<file path="config.mk">
export PLATFORM = sky130hd
export DESIGN_NAME = bch_chien_decoder
export DESIGN_NICKNAME = d
export VERILOG_FILES = /design/src/rtl/bch_chien_decoder.sv
export SDC_FILE = /design/constraint.sdc
export NUM_CORES = 1
export LEC_CHECK = 0
export ABC_CLOCK_PERIOD_IN_PS = 10210
export BUFFER_PORTS_ARGS = -buffer_cell sky130_fd_sc_hd__buf_2
export CORE_UTILIZATION = 50
export CTS_CLUSTER_SIZE = 20
export DETAILED_ROUTE_END_ITERATION = 7
export PLACE_DENSITY_LB_ADDON = 0.15
export SLEW_MARGIN = 20
export SYNTH_ARGS = -nofsm -noshare
export SYNTH_HDL_FRONTEND = slang
export SYNTH_SLANG_ARGS = --single-unit
</file>
<file path="constraint.sdc">
create_clock -name clk -period 10.21 [get_ports clk]
set_input_delay 0.5105 -clock clk [delete_from_list [all_inputs] [get_ports clk]]
set_output_delay 0.5105 -clock clk [all_outputs]
set_load 0.05 [all_outputs]
</file>
<file path="src/rtl/bch_chien_decoder.sv">
`timescale 1ns/1ps
`default_nettype none
// ============================================================================
// Module      : bch_chien_decoder
// Description : BCH(15,7) t=2 error-locator solve + Chien search + correction
//               over GF(16), x^4+x+1. Optional macro: BCH_CHIEN_EARLY_EXIT_EN
//               (no-error / uncorrectable words bypass the search).
// Revision    : 1.0 - initial release
// ============================================================================
module bch_chien_decoder #(
    parameter int CHECK_S2 = 1
) (
    input  logic        clk,
    input  logic        rst_n,
    input  logic        in_valid,
    output logic        in_ready,
    input  logic [14:0] in_codeword,
    input  logic [3:0]  in_s1,
    input  logic [3:0]  in_s2,
    input  logic [3:0]  in_s3,
    output logic        out_valid,
    input  logic        out_ready,
    output logic [14:0] out_codeword,
    output logic [1:0]  out_err_cnt,
    output logic        out_uncorr
);

    typedef enum logic [1:0] {
        ST_IDLE   = 2'd0,
        ST_SOLVE  = 2'd1,
        ST_SEARCH = 2'd2,
        ST_DONE   = 2'd3
    } state_t;

    localparam logic [3:0] C_LAST_IDX = 4'd14;

    // ------------------------------------------------------------------
    // GF(16) helpers
    // ------------------------------------------------------------------
    function automatic logic [3:0] gf_exp(input logic [3:0] e);
        logic [3:0] r;
        case (e)
            4'd0:    r = 4'h1;
            4'd1:    r = 4'h2;
            4'd2:    r = 4'h4;
            4'd3:    r = 4'h8;
            4'd4:    r = 4'h3;
            4'd5:    r = 4'h6;
            4'd6:    r = 4'hC;
            4'd7:    r = 4'hB;
            4'd8:    r = 4'h5;
            4'd9:    r = 4'hA;
            4'd10:   r = 4'h7;
            4'd11:   r = 4'hE;
            4'd12:   r = 4'hF;
            4'd13:   r = 4'hD;
            4'd14:   r = 4'h9;
            default: r = 4'h1;
        endcase
        return r;
    endfunction

    // log(0) is undefined; callers guard zero operands
    function automatic logic [3:0] gf_log(input logic [3:0] a);
        logic [3:0] r;
        case (a)
            4'h1:    r = 4'd0;
            4'h2:    r = 4'd1;
            4'h3:    r = 4'd4;
            4'h4:    r = 4'd2;
            4'h5:    r = 4'd8;
            4'h6:    r = 4'd5;
            4'h7:    r = 4'd10;
            4'h8:    r = 4'd3;
            4'h9:    r = 4'd14;
            4'hA:    r = 4'd9;
            4'hB:    r = 4'd7;
            4'hC:    r = 4'd6;
            4'hD:    r = 4'd13;
            4'hE:    r = 4'd11;
            4'hF:    r = 4'd12;
            default: r = 4'd0;
        endcase
        return r;
    endfunction

    function automatic logic [3:0] gf_inv(input logic [3:0] a);
        logic [3:0] r;
        case (a)
            4'h1:    r = 4'h1;
            4'h2:    r = 4'h9;
            4'h3:    r = 4'hE;
            4'h4:    r = 4'hD;
            4'h5:    r = 4'hB;
            4'h6:    r = 4'h7;
            4'h7:    r = 4'h6;
            4'h8:    r = 4'hF;
            4'h9:    r = 4'h2;
            4'hA:    r = 4'hC;
            4'hB:    r = 4'h5;
            4'hC:    r = 4'hA;
            4'hD:    r = 4'h4;
            4'hE:    r = 4'h3;
            4'hF:    r = 4'h8;
            default: r = 4'h0;
        endcase
        return r;
    endfunction

    function automatic logic [3:0] mod15(input logic [4:0] v);
        logic [4:0] r;
        if (v >= 5'd30)      r = v - 5'd30;
        else if (v >= 5'd15) r = v - 5'd15;
        else                 r = v;
        return r[3:0];
    endfunction

    function automatic logic [3:0] gf_mul(input logic [3:0] a, input logic [3:0] b);
        logic [3:0] r;
        if (a == 4'h0 || b == 4'h0) r = 4'h0;
        else r = gf_exp(mod15({1'b0, gf_log(a)} + {1'b0, gf_log(b)}));
        return r;
    endfunction

    // ------------------------------------------------------------------
    // State
    // ------------------------------------------------------------------
    state_t      state_q,     state_d;
    logic [14:0] cw_q,        cw_d;
    logic [3:0]  s1_q,        s1_d;
    logic [3:0]  s2_q,        s2_d;
    logic [3:0]  s3_q,        s3_d;
    logic [3:0]  sig2_q,      sig2_d;
    logic        no_err_q,    no_err_d;
    logic        unc_q,       unc_d;
    logic [1:0]  deg_q,       deg_d;
    logic [3:0]  idx_q,       idx_d;
    logic [14:0] mask_q,      mask_d;
    logic [1:0]  cnt_q,       cnt_d;
    logic        out_valid_q, out_valid_d;
    logic [14:0] out_cw_q,    out_cw_d;
    logic [1:0]  out_cnt_q,   out_cnt_d;
    logic        out_unc_q,   out_unc_d;

    // ------------------------------------------------------------------
    // Solve: sigma1 = S1, sigma2 = S3/S1 + S1^2
    // ------------------------------------------------------------------
    logic [3:0] w_s1_sq;
    logic [3:0] w_sig2;
    logic       w_no_err;
    logic       w_uncorr;
    logic [1:0] w_deg;

    always_comb begin
        w_s1_sq  = gf_mul(s1_q, s1_q);
        w_sig2   = (s1_q == 4'h0) ? 4'h0 : (gf_mul(s3_q, gf_inv(s1_q)) ^ w_s1_sq);
        w_no_err = (s1_q == 4'h0) && (s3_q == 4'h0);
        w_uncorr = !w_no_err &&
                   (((s1_q == 4'h0) && (s3_q != 4'h0)) ||
                    ((CHECK_S2 != 0) && (s2_q != w_s1_sq)));
        w_deg    = (w_sig2 != 4'h0) ? 2'd2 : 2'd1;
    end

    // ------------------------------------------------------------------
    // Chien search: evaluate sigma(alpha^-idx)
    // ------------------------------------------------------------------
    logic [3:0]  w_term1;
    logic [3:0]  w_term2;
    logic        w_root;
    logic [14:0] w_mask_upd;
    logic [1:0]  w_cnt_upd;

    always_comb begin
        w_term1    = gf_mul(s1_q,   gf_exp(mod15(5'd15 - {1'b0, idx_q})));
        w_term2    = gf_mul(sig2_q, gf_exp(mod15(5'd30 - {idx_q, 1'b0})));
        w_root     = ((4'h1 ^ w_term1 ^ w_term2) == 4'h0);
        w_mask_upd = w_root ? (mask_q | (15'h1 << idx_q)) : mask_q;
        w_cnt_upd  = (w_root && cnt_q != 2'd3) ? cnt_q + 2'd1 : cnt_q;
    end

    // ------------------------------------------------------------------
    // Result selection; the mask is applied whole or not at all
    // ------------------------------------------------------------------
    logic        w_sel_no_err;
    logic        w_sel_unc;
    logic [14:0] w_res_cw;
    logic [1:0]  w_res_cnt;
    logic        w_res_unc;

    always_comb begin
        w_sel_no_err = (state_q == ST_SOLVE) ? w_no_err : no_err_q;
        w_sel_unc    = (state_q == ST_SOLVE) ? w_uncorr : unc_q;
        w_res_cw     = cw_q;
        w_res_cnt    = 2'd0;
        w_res_unc    = 1'b0;
        if (w_sel_no_err) begin
            w_res_unc = 1'b0;
        end else if (w_sel_unc || (w_cnt_upd != deg_q)) begin
            w_res_unc = 1'b1;
        end else begin
            w_res_cw  = cw_q ^ w_mask_upd;
            w_res_cnt = deg_q;
        end
    end

    // ------------------------------------------------------------------
    // FSM next state
    // ------------------------------------------------------------------
    always_comb begin
        state_d     = state_q;
        cw_d        = cw_q;
        s1_d        = s1_q;
        s2_d        = s2_q;
        s3_d        = s3_q;
        sig2_d      = sig2_q;
        no_err_d    = no_err_q;
        unc_d       = unc_q;
        deg_d       = deg_q;
        idx_d       = idx_q;
        mask_d      = mask_q;
        cnt_d       = cnt_q;
        out_valid_d = out_valid_q;
        out_cw_d    = out_cw_q;
        out_cnt_d   = out_cnt_q;
        out_unc_d   = out_unc_q;

        case (state_q)
            ST_IDLE: begin
                if (in_valid) begin
                    cw_d    = in_codeword;
                    s1_d    = in_s1;
                    s2_d    = in_s2;
                    s3_d    = in_s3;
                    state_d = ST_SOLVE;
                end
            end
            ST_SOLVE: begin
                sig2_d   = w_sig2;
                no_err_d = w_no_err;
                unc_d    = w_uncorr;
                deg_d    = w_deg;
                mask_d   = 15'h0;
                cnt_d    = 2'd0;
                idx_d    = 4'd0;
`ifdef BCH_CHIEN_EARLY_EXIT_EN
                if (w_no_err || w_uncorr) begin
                    out_valid_d = 1'b1;
                    out_cw_d    = w_res_cw;
                    out_cnt_d   = w_res_cnt;
                    out_unc_d   = w_res_unc;
                    state_d     = ST_DONE;
                end else begin
                    state_d = ST_SEARCH;
                end
`else
                state_d = ST_SEARCH;
`endif
            end
            ST_SEARCH: begin
                mask_d = w_mask_upd;
                cnt_d  = w_cnt_upd;
                idx_d  = idx_q + 4'd1;
                if (idx_q == C_LAST_IDX) begin
                    idx_d       = 4'd0;
                    out_valid_d = 1'b1;
                    out_cw_d    = w_res_cw;
                    out_cnt_d   = w_res_cnt;
                    out_unc_d   = w_res_unc;
                    state_d     = ST_DONE;
                end
            end
            ST_DONE: begin
                if (out_ready) begin
                    out_valid_d = 1'b0;
                    state_d     = ST_IDLE;
                end
            end
            default: state_d = ST_IDLE;
        endcase
    end

    always_ff @(posedge clk or negedge rst_n) begin
        if (!rst_n) begin
            state_q     <= ST_IDLE;
            cw_q        <= 15'h0;
            s1_q        <= 4'h0;
            s2_q        <= 4'h0;
            s3_q        <= 4'h0;
            sig2_q      <= 4'h0;
            no_err_q    <= 1'b0;
            unc_q       <= 1'b0;
            deg_q       <= 2'd0;
            idx_q       <= 4'd0;
            mask_q      <= 15'h0;
            cnt_q       <= 2'd0;
            out_valid_q <= 1'b0;
            out_cw_q    <= 15'h0;
            out_cnt_q   <= 2'd0;
            out_unc_q   <= 1'b0;
        end else begin
            state_q     <= state_d;
            cw_q        <= cw_d;
            s1_q        <= s1_d;
            s2_q        <= s2_d;
            s3_q        <= s3_d;
            sig2_q      <= sig2_d;
            no_err_q    <= no_err_d;
            unc_q       <= unc_d;
            deg_q       <= deg_d;
            idx_q       <= idx_d;
            mask_q      <= mask_d;
            cnt_q       <= cnt_d;
            out_valid_q <= out_valid_d;
            out_cw_q    <= out_cw_d;
            out_cnt_q   <= out_cnt_d;
            out_unc_q   <= out_unc_d;
        end
    end

    assign in_ready     = (state_q == ST_IDLE);
    assign out_valid    = out_valid_q;
    assign out_codeword = out_cw_q;
    assign out_err_cnt  = out_cnt_q;
    assign out_uncorr   = out_unc_q;

endmodule
`default_nettype wire

</file>
Yosys cells after proc, flatten, opt, wreduce, memory -nomap -nowiden
Memories as Yosys holds them, arrays and structs flattened.
Cells that the tools add are included.
{"block": "op_classes", "shifts": 1, "div_mod_pow": 0, "n_addsub": 20, "reduce_logical": 26, "n_bitwise": 5, "multipliers": 0, "n_mux": 51, "order_cmp": 12, "eq_ne": 10}
{"op": "$mux W4", "count": 30}
{"op": "$sub A4 B4 Y4 const B", "count": 12}
{"op": "$mux W15", "count": 3}
{"op": "$ge A5 B4 Y1 const B", "count": 6}
{"op": "$ge A5 B5 Y1 const B", "count": 6}
{"op": "$pmux W15 S2", "count": 1}
{"op": "$logic_not A4 Y1", "count": 7}
{"op": "$add A4 B4 Y5", "count": 4}
{"op": "$or A15 B15 Y15", "count": 1}
{"op": "$shl A1 B4 Y15 const A", "count": 1}
{"op": "$xor A15 B15 Y15", "count": 1}
{"op": "$mux W2", "count": 7}
{"op": "$ne A2 B2 Y1 const B", "count": 4}
{"op": "$pmux W2 S4", "count": 1}
{"op": "$pmux W4 S2", "count": 1}
{"op": "$reduce_bool A4 Y1", "count": 2}
{"op": "$xor A4 B4 Y4", "count": 2}
{"op": "$mux W1", "count": 6}
{"op": "$reduce_and A3 Y1", "count": 2}
{"op": "$logic_or A1 B1 Y1", "count": 5}
{"op": "$sub A4 B4 Y5 const A", "count": 1}
{"op": "$sub A5 B5 Y5 const A", "count": 1}
{"op": "$add A4 B1 Y4 const B", "count": 1}
{"op": "$eq A2 B2 Y1 const B", "count": 2}
{"op": "other kinds (13)", "count": 18}
{"block": "word_totals", "ram_bits": 0, "n_memories": 15, "elab_cells": 156, "out_inout_bits": 20, "inputBits": 31, "mem_bits_ro": 960, "latch_bits": 0, "reg_bits": 77}
{"memory": "(no name shown)", "words": 16, "word_bits": 4, "read_ports": 1, "rd_clocked_by_memory_dff": 0, "wr": 0, "line_no": "42", "source": "case (e)"}
{"memory": "(no name shown)", "words": 16, "word_bits": 4, "read_ports": 1, "rd_clocked_by_memory_dff": 0, "wr": 0, "line_no": "66", "source": "case (a)"}
{"memory": "(no name shown)", "words": 16, "word_bits": 4, "read_ports": 1, "rd_clocked_by_memory_dff": 0, "wr": 0, "line_no": "66"}
{"memory": "(no name shown)", "words": 16, "word_bits": 4, "read_ports": 1, "rd_clocked_by_memory_dff": 0, "wr": 0, "line_no": "42"}
{"memory": "(no name shown)", "words": 16, "word_bits": 4, "read_ports": 1, "rd_clocked_by_memory_dff": 0, "wr": 0, "line_no": "42"}
{"memory": "(no name shown)", "words": 16, "word_bits": 4, "read_ports": 1, "rd_clocked_by_memory_dff": 0, "wr": 0, "line_no": "66"}
{"memory": "+9 memories"}

Logic depth before layout (Yosys ltp)
Gate-level depths: netlist of run 1.
An unclocked memory read counts as a cell.
{"block": "logic_depth", "ltp_word": 24, "depth_mapped": 35, "mapped_depth_nobuf": 32}

Least setup slack after synthesis of run 1
Ideal clock, no wire load.
{"block": "synth_path", "kind": "flip-flop to flip-flop", "startpoint": "reg idx_q[0]", "endpoint": "reg out_cw_q[10], in the netlist out_codeword[10]", "stages_incl_launch_ff": 35, "synth_period_minus_slack_ps": 7098, "arrival_ps": 6966, "required_time_ps": 10078, "setup_time_ps": 132, "slack_ps": 3112, "path_buffers": 3, "cell_sequence": "dfrtp_1 -> buf_2 -> clkinv_1 -> ha_1 -> buf_1 -> nand2_1 -> o21ai_0 -> a22oi_1 -> nand2_1 -> o21a_1 -> ha_1 -> mux2_2 -> o21ai_0 -> ha_1 -> fa_1 -> xor2_1 -> ha_1 -> a221oi_1 -> o31ai_4 -> o41ai_2 -> xnor2_1 -> inv_1 -> ha_1 -> inv_1 -> o311a_1 -> a31oi_1 -> mux2_2 -> nor4b_1 -> o32a_1 -> o21ai_4 -> nand4_4 -> buf_2 -> a211oi_2 -> xnor2_1 -> o21ai_1"}
{"block": "synth_via", "elab_chain_len": 23, "word_cells_on_any_way": 59, "cone_classes": "add/sub (12); order compare (8); eq/ne (2); shift (1); mux (18); bitwise (4); reduce/logical (8); memory (6)"}
{"item": "from (decl)", "line_no": "137", "source": "logic [3:0] idx_q, idx_d;"}
{"item": "from (signal assigned)", "line_no": "310", "source": "idx_q <= idx_d;"}
{"item": "$sub A4 B4 Y5", "line_no": "174", "source": "w_term1 = gf_mul(s1_q, gf_exp(mod15(5'd15 - {1'b0, idx_q})));"}
{"item": "$sub A4 B4 Y4 / $ge A5 B4 Y1 (equally long branches)", "line_no": "113", "source": "else if (v >= 5'd15) r = v - 5'd15;"}
{"item": "$mux W4", "line_no": "113"}
{"item": "$mux W4", "line_no": "112", "source": "if (v >= 5'd30) r = v - 5'd30;"}
{"item": "$mem_v2 Z16 W4 (2 in a row)"}
{"item": "$mux W4", "line_no": "120", "source": "if (a == 4'h0 || b == 4'h0) r = 4'h0;"}
{"item": "$add A4 B4 Y5", "line_no": "121", "source": "else r = gf_exp(mod15({1'b0, gf_log(a)} + {1'b0, gf_log(b)}));"}
{"item": "$sub A4 B4 Y4 / $ge A5 B4 Y1 (equally long branches)", "line_no": "113"}
{"item": "(+6 left out)"}
{"item": "$xor A4 B4 Y4", "line_no": "176", "source": "w_root = ((4'h1 ^ w_term1 ^ w_term2) == 4'h0);"}
{"item": "$logic_not A4 Y1", "line_no": "176"}
{"item": "$logic_and A1 B1 Y1", "line_no": "178", "source": "w_cnt_upd = (w_root && cnt_q != 2'd3) ? cnt_q + 2'd1 : cnt_q;"}
{"item": "$mux W2", "line_no": "178"}
{"item": "$ne A2 B2 Y1", "line_no": "198", "source": "end else if (w_sel_unc || (w_cnt_upd != deg_q)) begin"}
{"item": "$logic_or A1 B1 Y1", "line_no": "198"}
{"item": "$mux W15", "line_no": "198"}
{"item": "$mux W15", "line_no": "196", "source": "if (w_sel_no_err) begin"}
{"item": "to (signal assigned)", "line_no": "314", "source": "out_cw_q <= out_cw_d;"}
{"item": "to (decl)", "line_no": "141", "source": "logic [14:0] out_cw_q, out_cw_d;"}
Several ways; a longest one is shown, not always the timed one. The select of a mux whose other input is x is not followed.
A chain may end at the register's enable or synchronous reset.

Final worst setup path of run 1
{"block": "layout_path", "startpoint": "reg idx_q[0]", "endpoint": "reg out_cw_q[3], in the netlist out_codeword[3]"}
Same word-level chain as after synthesis.

==> flow_summary.json, run 1 <==
{
  "holdWs_ns": 0.2948,
  "yosys.area_share.simple_pct": 15.43,
  "grt_max_degree": 78,
  "maxCapViolations": 0,
  "pre_cts_slack_ns": 1.714,
  "relSlewSlack_pct": 36.70,
  "worstSetupEndpointType": "flip-flop",
  "initialDrtViolationCount": 355,
  "setup_ws_ns": 1.750,
  "critical_path_buf_inv_count": 3,
  "rows": 44,
  "final.setup.tns_ns": 0,
  "hold_buffers": 0,
  "worst_pin_slew_ns": 0.9496,
  "rr_worst_depth": 31,
  "ios": 51,
  "cp_top_family": "compound AO/OA/AOI/OAI gates",
  "port_buffers": 50,
  "grtUsageMet2_pct": 37.05,
  "cts_resized": 0,
  "grtUsageTotal_pct": 21.87,
  "nets": 1005,
  "htreeDepth": 3,
  "fin_crit_sh_pct": 82.86,
  "cts_setup_buffers": 0,
  "gr-max-usage-layer": "met2",
  "diodes": 0,
  "cts_tree": "built",
  "first_pass_iters": 6,
  "drt_drc_violations_left": 0,
  "max_stage_delay_ns": 0.60,
  "antenna_found_initial": 0,
  "r2r_slack_ns": 1.75,
  "cts_buffer_depth": 2,
  "wirelength_um": 16880,
  "use_met3_pct": 2.706,
  "synthFlopType": "dfrtp_1",
  "syn_inst": 859,
  "die-area_um2": 15480,
  "synth_top_area_cell": "dfrtp_1",
  "syn_area_um2": 7495,
  "regArea_um2": 1927,
  "synthAdderAreaFrac_pct": 15.66,
  "netlist_top_cells_area": "dfrtp_1 (26%), ha_1 (15%), mux2_2 (5.7%)",
  "gr-total-overflow": 0,
  "muxShareOfSynthArea_pct": 8.314,
  "cts.sinks": 77,
  "async_reset_ff_share_pct": 100.0,
  "syn_nets": 982,
  "synth_cell_types": 76,
  "arrival_ns": 8.65,
  "via_per_inst": 5.999,
  "skew_ns": 0.008846,
  "drtAntennaViolNets": 0,
  "synth_compound_area_share_pct": 25.23,
  "cp_max_fo": 18,
  "fin_cells": 1071,
  "drive_gt1_share_pct": 15.45,
  "r2r_start": "idx_q[0]",
  "holdCritPathClass": "input pin to async pin",
  "synth.yosys.seq_area_share_pct": 25.71,
  "nFillCells": 1271,
  "ys_ff_latch": 77,
  "dpl.cell_count": 1055,
  "synth_top_family_by_area": "compound AO/OA/AOI/OAI gates",
  "wl_per_cell_um": 15.76,
  "rr_endpoint": "out_codeword[3]",
  "yosys.cell_count.top_type": "ha_1",
  "critPathMostFrequentCell": "ha_1",
  "cp-start-kind": "flip-flop",
  "critical_path_class": "flip-flop to flip-flop",
  "initial_core_util_pct": 51.37,
  "synth.cells.most_frequent": "ha_1 (89), nand2_1 (88), dfrtp_1 (77)",
  "area_growth_pct": 8.498,
  "hold_viol": 0,
  "yosysWarningCount": 0,
  "yosys.area.top_type_share_pct": 25.71,
  "rsz0062_at_grt": "no",
  "grt_use_met1_pct": 29.72,
  "grt_pass1_vias": 6068,
  "gp_congestion": 0.9090,
  "synth_xor_area_share_pct": 4.558,
  "grt_first_pass_wirelength_um": 28680,
  "synth_edf_count": 0,
  "place_hpwl_um": 12750,
  "max_freq_ghz": 0.1182,
  "root_buffer": "clkbuf_16",
  "cts.clk_slew.worst_paths_ns": 0.06,
  "clock_latency_ns": 0.34,
  "setup_viol": 0,
  "cp_data_required_time_ns": 10.40,
  "die_w_um": 124.4,
  "fp.dieH_um": 124.4,
  "avgSynthCellArea_um2": 8.725,
  "multi_input_area_um2": 5194,
  "outcome": "complete, no violations",
  "core_um2": 14590,
  "post-route-min-period_ns": 8.460,
  "maxSlewViolCount": 0,
  "cp_slowest_cell": "dfrtp_1",
  "num_vias": 6425,
  "numCtsBuffers": 9
}
==> stage by stage <==
stage / instance area (µm²) / utilization, %
finish: 8132 / 55.74
global route: 8132 / 55.74
CTS: 8123 / 55.68
detailed placement: 7824 / 53.63
global placement: 7824 / 53.63
floorplan: 7495 / -
==> placed cells by master, fill, tap and decap left out, types with 10 or more instances in the layout <==
master    instances
a21o_1           13
a211oi_1         20
nand2_1          87
mux2i_1          15
a21oi_1          59
inv_1            56
nand2b_1         15
xor2_1           12
o21ai_1          22
xnor2_1          27
nand3_1          19
ha_1             89
o21ai_0          26
nor2b_1          10
mux2_2           38
a31oi_1          10
a41oi_1          14
dfrtp_1          77
o211ai_1         11
buf_2            49
nor2_1           43
==> worst max path at each step <==
stage | start | end | slack, ns | cells after the start
6_report | idx_q[0] | out_codeword[3] | 1.75 | 31
5_1_grt | idx_q[0] | out_codeword[4] | 0.98 | 31
4_1_cts | idx_q[0] | out_codeword[2] | 1.73 | 31
3_5_place_dp | idx_q[0] | out_codeword[2] | 1.71 | 31
3_3_place_gp | idx_q[0] | out_codeword[1] | 2.11 | 28
2_1_floorplan | idx_q[0] | out_codeword[10] | 3.11 | 34
==> cells by family (layout without fill, tap and decap cells) <==
family                     Yosys count  in the layout
buffers and inverters               98            126
AOI/OAI and AO/OA                  266            266
and+or+nand+nor                    232            232
xor gates and xnor gates            39             39
DFF                                 77             77
adders and majority gates           92             92
muxes                               55             55
==> sequential cells by signal (all words and copies together), names as in the netlist <==
register	flops
s1_q	4
cnt_q	2
deg_q	2
out_err_cnt	2
out_valid	1
s3_q	4
idx_q	4
mask_q	15
s2_q	4
out_codeword	15
sig2_q	4
state_q	2
out_uncorr	1
no_err_q	1
cw_q	15
unc_q	1
==> metal layers <==
layer / share of wire (%) / wire length, µm
met3: 3.7 / 628
met1: 48 / 8057
met4: 0.95 / 161
met5: 0 / 0
met2: 48 / 8032
==> cell type report <==
cell class | count | area share (%)
multi-input cells | 684 | 63.87
flip-flops and latches | 77 | 23.70
repair buffers | 51 | 3.200
well taps | 184 | 2.831
clock buffers | 9 | 2.770
inverters | 59 | 2.723
clock inverters | 7 | 0.9078
Power of run 1 is left out: the tool's default activity adds up to more than one toggle a clock period on the data nets, which glitch-free logic cannot reach.
==> inputs of run 2 (changes only) <==
- ABC_AREA: not set -> 1
- ABC_CLOCK_PERIOD_IN_PS: 10210 -> 8780
- clock period: 10.21 -> 8.78 ns (I/O delays scaled with it)
==> run 2 against run 1 <==
Compared with the run above: register-to-register slack gained 0.13 ns; clock skew is essentially flat; cell count up 22%.
==> flow_summary.json, run 2 <==
{
  "outcome": "complete, no violations",
  "port_buffers": 50,
  "avgSynthCellArea_um2": 6.950,
  "cts_buffer_depth": 2,
  "place_hpwl_um": 12090,
  "wirelength_um": 15930,
  "holdWs_ns": 0.02923,
  "maxSlewViolCount": 0,
  "relSlewSlack_pct": 33.53,
  "root_buffer": "clkbuf_16",
  "yosys.area.top_type_share_pct": 25.60,
  "synth_edf_count": 0,
  "syn_area_um2": 7527,
  "setup_viol": 0,
  "yosys.cell_count.top_type": "nand2_1",
  "initial_core_util_pct": 51.60,
  "numCtsBuffers": 9,
  "mostFrequentLayoutCells": "nand2_1 (265), inv_1 (149), nand3_1 (111)",
  "holdCritPathClass": "input pin to async pin",
  "cts_setup_buffers": 0,
  "synth_cell_types": 56,
  "rows": 44,
  "die-area_um2": 15550,
  "ios": 51,
  "core_um2": 14590,
  "nFillCells": 1418,
  "clock_latency_ns": 0.34,
  "drtAntennaViolNets": 0,
  "nets": 1244,
  "max_stage_delay_ns": 0.53,
  "setup_ws_ns": 1.876,
  "hold_buffers": 0,
  "yosysWarningCount": 0,
  "antenna_found_initial": 0,
  "synth_top_area_cell": "dfrtp_1",
  "synth.cells.most_frequent": "nand2_1 (266), inv_1 (149), nand3_1 (111)",
  "initialDrtViolationCount": 309,
  "num_vias": 6791,
  "drive_gt1_share_pct": 14.03,
  "syn_nets": 1206,
  "synth.yosys.seq_area_share_pct": 25.60,
  "gr-total-overflow": 0,
  "grtUsageTotal_pct": 21.28,
  "cp_slowest_cell": "nor2_4",
  "ys_ff_latch": 77,
  "cts_resized": 0,
  "cp-start-kind": "flip-flop",
  "htreeDepth": 3,
  "drt_drc_violations_left": 0,
  "skew_ns": 0.009050,
  "synthFlopType": "dfrtp_1",
  "diodes": 0,
  "grt_pass1_vias": 6091,
  "grt_first_pass_wirelength_um": 28160,
  "area_growth_pct": 8.644,
  "fp.dieH_um": 124.7,
  "critPathMostFrequentCell": "nand2_1",
  "first_pass_iters": 5,
  "cts.sinks": 77,
  "via_per_inst": 5.184,
  "final.setup.tns_ns": 0,
  "rsz0062_at_grt": "no",
  "grt_max_degree": 78,
  "worst_pin_slew_ns": 0.9935,
  "syn_inst": 1083,
  "pre_cts_slack_ns": 1.902,
  "post-route-min-period_ns": 6.904,
  "async_reset_ff_share_pct": 100.0,
  "worstSetupEndpointType": "flip-flop",
  "maxCapViolations": 0,
  "cts.clk_slew.worst_paths_ns": 0.06,
  "cts_tree": "built",
  "critical_path_class": "flip-flop to flip-flop",
  "layout_commonest_cell": "nand2_1",
  "die_w_um": 124.7,
  "arrival_ns": 7.12,
  "netlist_top_cells_area": "dfrtp_1 (26%), ha_1 (15%), nand2_1 (13%)",
  "cp_data_required_time_ns": 8.99,
  "fin_crit_sh_pct": 78.63,
  "gp_congestion": 0.8512,
  "cp_max_fo": 31,
  "max_freq_ghz": 0.1449,
  "wl_per_cell_um": 12.16,
  "hold_viol": 0
}
[run 2: cell count changes in the layout (fill, tap and decap cells not counted), sizes merged, moves of 18 or more]
cell / change
a211oi: -28
a21oi: +18
inv: +107
mux2: -37
nand2: +209
nand3: +99
nand4: +18
nor2: +36
xnor2: -26
[run 2: metal layers]
layer	up-vias	global-route usage (%)	routed length (µm)	share of wire, %
met5	-	0	0	0
met4	0	4.961	155	0.97
met3	12	1.890	461	2.9
met2	105	33.67	7110	45
met1	3072	31.24	8200	51
li1	3602	-	-	-
[run 2: worst max-delay path, delay by kind of cell, from the launching register on]
kind | cells | cell delay, ns
AO/OA/AOI/OAI | 6 | 0.99
adder cells (fa/ha/maj) | 6 | 1.65
buffers and inverters | 6 | 0.68
flip-flops | 1 | 0.46
AND/OR/NAND/NOR | 24 | 2.97
[run 2: cells by family after synthesis]
group | Yosys count | synth area share [%]
xor+xnor | 7 | 0.8145
flops | 77 | 25.60
fa+ha+maj | 92 | 15.59
compound gates | 178 | 14.49
buf+inv | 190 | 10.29
mux | 1 | 0.1496
simple gates | 538 | 33.06
[run 2: area by class of cell]
type                            count  area [µm²]  share of cell area (%)
Tap cell                          184       230.2                   2.815
Clock buffer                       11       252.7                   3.091
Multi-Input combinational cell    816        4828                   59.04
Timing Repair Buffer               51       280.3                   3.427
Sequential cell                    77        1927                   23.56
Clock inverter                      5       33.78                  0.4131
Inverter                          166       625.6                   7.650
[run 2: through the flow]
stage	cell area, µm²	utilization [%]	cells
4_1_cts	8150	55.87	1309
3_5_place_dp	7864	53.90	1293
6_report	8178	56.05	1310
5_1_grt	8178	56.05	1310
2_1_floorplan	7527	-	1083
3_3_place_gp	7864	53.90	1293
[run 2: path summary, 6_finish.rpt]
kind / from / to / slack (ns) / cells after the start
worst max-delay path: idx_q[0] / out_codeword[2] / 1.88 / 42
worst min-delay path: rst_n / state_q[1] / 0.03 / 1
worst max register to register: idx_q[0] / out_codeword[2] / 1.88 / 42
worst min register to register: out_codeword[10] / out_codeword[10] / 0.48 / 2
max in group asynchronous: rst_n / s1_q[3] / 8.16 / 2
min in group clk: out_ready / out_valid / 0.31 / 2
Power of run 2 is left out for the same reason.
